### src/rtl/btcminer_pkg.sv
// ============================================================================
// btcminer_pkg : shared widths and helpers for the miner result path.
// Rev 1.0
// ============================================================================
`default_nettype none

package btcminer_pkg;

  localparam int RESULT_W       = 96;
  localparam int STATUS_OVF_BIT = 7;
  localparam int OUT_BYTES      = 13;
  localparam int OBUF_W         = OUT_BYTES * 8;

  // Status byte carries a 7-bit entry count; deeper FIFOs report 127.
  function automatic logic [6:0] sat_count7(input int unsigned n);
    return (n > 32'd127) ? 7'd127 : n[6:0];
  endfunction

endpackage

`default_nettype wire

### src/rtl/result_fifo.sv
// ============================================================================
// result_fifo : DEPTH x W synchronous FIFO with combinational head read.
// Rev 1.0
// ============================================================================
`default_nettype none

module result_fifo
  import btcminer_pkg::*;
#(
  parameter int DEPTH = 8,
  parameter int AW    = 3,
  parameter int W     = RESULT_W
) (
  input  logic          clk,
  input  logic          reset,
  input  logic          push,
  input  logic          pop,
  input  logic [W-1:0]  din,
  output logic [W-1:0]  dout,
  output logic [AW:0]   count,
  output logic          full,
  output logic          empty
);

  logic [W-1:0]  mem_q [DEPTH];
  logic [AW-1:0] rd_ptr_q, rd_ptr_d;
  logic [AW-1:0] wr_ptr_q, wr_ptr_d;
  logic [AW:0]   count_q, count_d;
  logic          do_push, do_pop;

  assign full  = (count_q == (AW+1)'(DEPTH));
  assign empty = (count_q == '0);
  assign count = count_q;
  assign dout  = mem_q[rd_ptr_q];

  // A pop on the same edge frees a slot, so a push into a full FIFO still lands.
  assign do_pop  = pop & ~empty;
  assign do_push = push & (~full | do_pop);

  always_comb begin
    rd_ptr_d = rd_ptr_q;
    wr_ptr_d = wr_ptr_q;
    count_d  = count_q;
    if (do_pop)  rd_ptr_d = rd_ptr_q + AW'(1);
    if (do_push) wr_ptr_d = wr_ptr_q + AW'(1);
    if (do_push && !do_pop)      count_d = count_q + (AW+1)'(1);
    else if (do_pop && !do_push) count_d = count_q - (AW+1)'(1);
  end

  always_ff @(posedge clk or negedge reset) begin
    if (!reset) begin
      rd_ptr_q <= '0;
      wr_ptr_q <= '0;
      count_q  <= '0;
    end else begin
      rd_ptr_q <= rd_ptr_d;
      wr_ptr_q <= wr_ptr_d;
      count_q  <= count_d;
    end
  end

  always_ff @(posedge clk) begin
    if (do_push) mem_q[wr_ptr_q] <= din;
  end

endmodule

`default_nettype wire

### src/rtl/golden_nonce_fifo.sv
// ============================================================================
// golden_nonce_fifo : queues golden-nonce hits and serializes them to the host.
// Rev 1.0
// ============================================================================
`default_nettype none

module golden_nonce_fifo
  import btcminer_pkg::*;
#(
  parameter int DEPTH = 8,
  parameter int AW    = 3
) (
  input  logic        clk,
  input  logic        reset,
  input  logic [31:0] golden_nonce,
  input  logic [31:0] nonce2,
  input  logic [31:0] hash2,
  input  logic        wr_start,
  input  logic        wr_clk,
  output logic [7:0]  write,
  output logic [AW:0] count,
  output logic        overflow
);

  logic [31:0]         last_golden_q, last_golden_d;
  logic                s1_q, s2_q, s3_q;
  logic                w1_q, w2_q;
  logic [OBUF_W-1:0]   obuf_q, obuf_d;
  logic                overflow_q, overflow_d;

  logic                push_req, load, shift, drop;
  logic                fifo_full, fifo_empty;
  logic [RESULT_W-1:0] head, load_data;
  logic [7:0]          status;

  assign push_req = (golden_nonce != last_golden_q);
  assign load     = s2_q & ~s3_q;
  assign shift    = (w1_q ^ w2_q) & ~s2_q;
  // A load at full always frees a slot, so only a load-free edge can drop.
  assign drop     = push_req & fifo_full & ~load;

  result_fifo #(
    .DEPTH (DEPTH),
    .AW    (AW),
    .W     (RESULT_W)
  ) u_fifo (
    .clk   (clk),
    .reset (reset),
    .push  (push_req),
    .pop   (load),
    .din   ({hash2, nonce2, golden_nonce}),
    .dout  (head),
    .count (count),
    .full  (fifo_full),
    .empty (fifo_empty)
  );

  always_comb begin
    status                 = {1'b0, sat_count7(32'(count))};
    status[STATUS_OVF_BIT] = overflow_q;
    load_data              = fifo_empty ? {RESULT_W{1'b0}} : head;
  end

  always_comb begin
    last_golden_d = last_golden_q;
    overflow_d    = overflow_q;
    obuf_d        = obuf_q;
    if (push_req) last_golden_d = golden_nonce;
    if (load) begin
      obuf_d     = {load_data, status};
      overflow_d = 1'b0;
    end else if (shift) begin
      // Top byte is retained so extra host clocks keep presenting it.
      obuf_d = {obuf_q[OBUF_W-1 -: 8], obuf_q[OBUF_W-1:8]};
    end
    if (drop) overflow_d = 1'b1;
  end

  always_ff @(posedge clk or negedge reset) begin
    if (!reset) begin
      last_golden_q <= '0;
      s1_q          <= 1'b0;
      s2_q          <= 1'b0;
      s3_q          <= 1'b0;
      w1_q          <= 1'b0;
      w2_q          <= 1'b0;
      obuf_q        <= '0;
      overflow_q    <= 1'b0;
    end else begin
      last_golden_q <= last_golden_d;
      s1_q          <= wr_start;
      s2_q          <= s1_q;
      s3_q          <= s2_q;
      w1_q          <= wr_clk;
      w2_q          <= w1_q;
      obuf_q        <= obuf_d;
      overflow_q    <= overflow_d;
    end
  end

  assign write    = obuf_q[7:0];
  assign overflow = overflow_q;

endmodule

`default_nettype wire
### config.mk
export PLATFORM = sky130hd
export DESIGN_NAME = golden_nonce_fifo
export DESIGN_NICKNAME = d
export VERILOG_FILES = /design/src/rtl/btcminer_pkg.sv /design/src/rtl/result_fifo.sv /design/src/rtl/golden_nonce_fifo.sv
export SDC_FILE = /design/constraint.sdc
export NUM_CORES = 1
export LEC_CHECK = 0
export CAP_MARGIN = 25
export CELL_PAD_IN_SITES_DETAIL_PLACEMENT = 0
export CELL_PAD_IN_SITES_GLOBAL_PLACEMENT = 1
export CORE_UTILIZATION = 39
export CTS_CLUSTER_SIZE = 28
export DETAILED_ROUTE_END_ITERATION = 10
export DONT_BUFFER_PORTS = 1
export PLACE_DENSITY_LB_ADDON = 0.15
export SYNTH_ARGS = -nofsm -noshare
export SYNTH_HDL_FRONTEND = slang
export SYNTH_HIERARCHICAL = 1
export SYNTH_SLANG_ARGS = --single-unit
### constraint.sdc
create_clock -name clk -period 16.95 [get_ports clk]
set_input_delay 3.39 -clock clk [delete_from_list [all_inputs] [get_ports clk]]
set_output_delay 3.39 -clock clk [all_outputs]
set_load 0.05 [all_outputs]
==> results.yml <==
clocking:
  numCtsBuffers: 97
  cts_resized: 0
  holdBufCountCts: 0
  cts_setup_buffers: 0
  cts.sinks: 920
  clkLatencyLatePin_ps: 660
  clk_path_buf_depth: 3
  htreeDepth: 3
  cts_tree: "done"
  clkTransAtPathRegs_ps: 60
  root_buffer: "clkbuf_16"
floorplan:
  num_rows: 110
  io_pins: 113
  start_util: 0.393
  die_y_um: 303
  dieArea_um2: 91800
  die_w_um: 303
  core_um2: 89900
sta:
  final_hold_viol_count: 0
  finalMaxSlewViolations: 0
  finalSetupTns_ps: 0
  setup-violations-final: 0
  finalCritPeriodShare: 0.358
  maxSlewHeadroom: 0.301
  tightest_slew_ps: 1050
  min_period_ps: 6070
  finalClockSkew_ps: 31.5
  max_freq_ghz: 0.165
  rsz0062_at_grt: "false"
run:
  cap_violations: 0
pwr:
  p_leak_uw: 0.0135
  p_per_area_nw_per_um2: 191
  ir_drop_uv: 112
synthesis:
  yosys-top-cells-area: "edfxtp_1 65%, mux4_2 12%, dfrtp_1 11%"
  yosysMostFrequentCell: "edfxtp_1"
  synth_common_cells: "768 x edfxtp_1, 192 x mux4_2, 152 x dfrtp_1, 99 x mux2_2, 81 x inv_1"
  async_reset_ff_frac: 0.165
  synth.distinct_cells: 41
  synth_top_area_cell: "edfxtp_1"
  synth_area_per_cell_um2: 21.1
  synth_flop_cell: "edfxtp_1"
  ys_warn_count: 6
  syn_area_um2: 35300
  synth_nets: 1780
  synth-edff-count: 768
  synthCells: 1674
  synth.top_cell.area_share: 0.653
  synth_seq_area_share: 0.761
  synth_seq_cells: 920
cells_and_area:
  post-route-util: 0.443
  drive_gt1_frac: 0.285
  multi_input_area_um2: 7520
  fin_area_um2: 39900
  regArea_um2: 26900
  num-nets-final: 1790
  n_antenna_cell: 0
  fill_cells: 7601
  area_growth_pct: 12.8
placed_design:
  portBuffers: 0
  routabilityCongestion: 0.728
  place_hpwl_um: 43800
  dpl_cell_area_um2: 36500
worst_setup_path:
  critical_path_class: "input port to register"
  crit_chain: "xnor2_1, nand4_1, nor4_1, nand2_1, o21ai_4, inv_1, ha_1, inv_1, ha_1, or4_1, o211ai_1, o211ai_1"
  cp-start-kind: "input port"
  cpMaxStageDelayCell: "or4_1"
  worst_setup_path_end_kind: "register"
  crit_fanout: 10
  cp.required_ps: 17480
  arrival_ps: 6600
  slowest_delay_ps: 550
drt:
  dr_total_vias: 16200
  routed_wl_um: 81900
  avgViaCountPerCell: 5.49
  drc: 0
  ant_nets: 0
  drtIter0Drc: 1387
  dr.pass1.iters: 6
  routedWlPerCell_um: 27.8
grt:
  grt_overflow_total: 0
  track_usage: 0.183
  antenna_found_initial: 1
  grt_max_degree: 153
  grt_pass1_wl_um: 121000
  grt_pass1_vias: 17400
worst_hold_path:
  min_path_type: "register to register"
run_status:
  status: "complete, no violations"
## area by class of cell
cell class,instances,area share
clock buffer,126,0.0665
multi-input combinational,544,0.189
timing repair buffer,39,0.00936
inverter,82,0.00772
tap,1176,0.0369
sequential,920,0.674
clock inverter,56,0.0165
## cell usage in the layout, fill, tap and decap left out, types with 9 or more instances in the layout
cell type and count:
clkinv_2 24, nand3b_1 20, o21ai_1 15, clkbuf_16 99, mux4_2 192, clkbuf_1 20
edfxtp_1 768, buf_4 35, inv_1 81, mux2i_1 13, clkinv_1 9, a222oi_1 77
dfrtp_1 149, bufinv_16 13, nand2_1 35, xnor2_1 38, mux2_2 99
## report_power, final
group,internal [uW],switching [uW]
logic,907,1030
clock network,1300,875
registers,3160,338
## sequential cells by signal (all words and copies together) (netlist names)
register / flops
u_fifo/wr_ptr_q: 3
s1_q: 1
s3_q: 1
w2_q: 1
w1_q: 1
last_golden_q: 32
u_fifo/mem_q: 768
overflow: 1
u_fifo/rd_ptr_q: 3
u_fifo/count: 4
obuf_q: 104
s2_q: 1
## stage by stage
stage                     std cells  hold slack [ps]  power [uW]  worst slack, ps
after detailed placement       2758              350        5510            10300
after global routing           2943              383        7970            10840
after global placement         2757              343        5470            10330
final                          2943              370        7610            10880
after floorplan                1674              331        4970             3220
after CTS                      2940              374        7710            10980
## final timing paths
path                               startpoint          endpoint  slack (ps)  cells past startpoint
max                           golden_nonce[1]   u_fifo/count[3]       10880                     12
min                                      s1_q              s2_q         370                      0
max reg2reg                u_fifo/rd_ptr_q[0]        obuf_q[77]       13090                      8
min reg2reg                              s1_q              s2_q         370                      0
max in group asynchronous               reset        obuf_q[63]       14160                      0
min in group asynchronous               reset  last_golden_q[6]        2440                      0
## routing by layer
metal / global-route usage / vias up / share of wire
met5: 0 / - / 0
met2: 0.296 / 413 / 0.48
li1: - / 6842 / -
met4: 0.0566 / 0 / 0.021
met3: 0.0369 / 109 / 0.057
met1: 0.251 / 8787 / 0.44
## critical path, delay by kind of cell
| kind | cells | cell delay [ps] |
|---|---|---|
| buffers and inverters | 2 | 310 |
| XOR/XNOR | 1 | 280 |
| AND/OR/NAND/NOR | 4 | 1580 |
| adder cells (fa/ha/maj) | 2 | 610 |
| AO/OA/AOI/OAI | 3 | 440 |
## kinds of logic (layout without fill, tap and decap cells)
kind of cell / count (synthesis) / in the layout / share of synthesized area
flip-flops: 920 / 920 / 0.761
XOR/XNOR: 39 / 39 / 0.00967
AND/OR/NAND/NOR: 88 / 88 / 0.0139
AO/OA/AOI/OAI: 107 / 107 / 0.0276
multiplexers: 304 / 304 / 0.158
adder cells (fa/ha/maj): 6 / 6 / 0.00234
buffers and inverters: 210 / 303 / 0.0282
No activity file was read; power rests on OpenSTA's default activity.
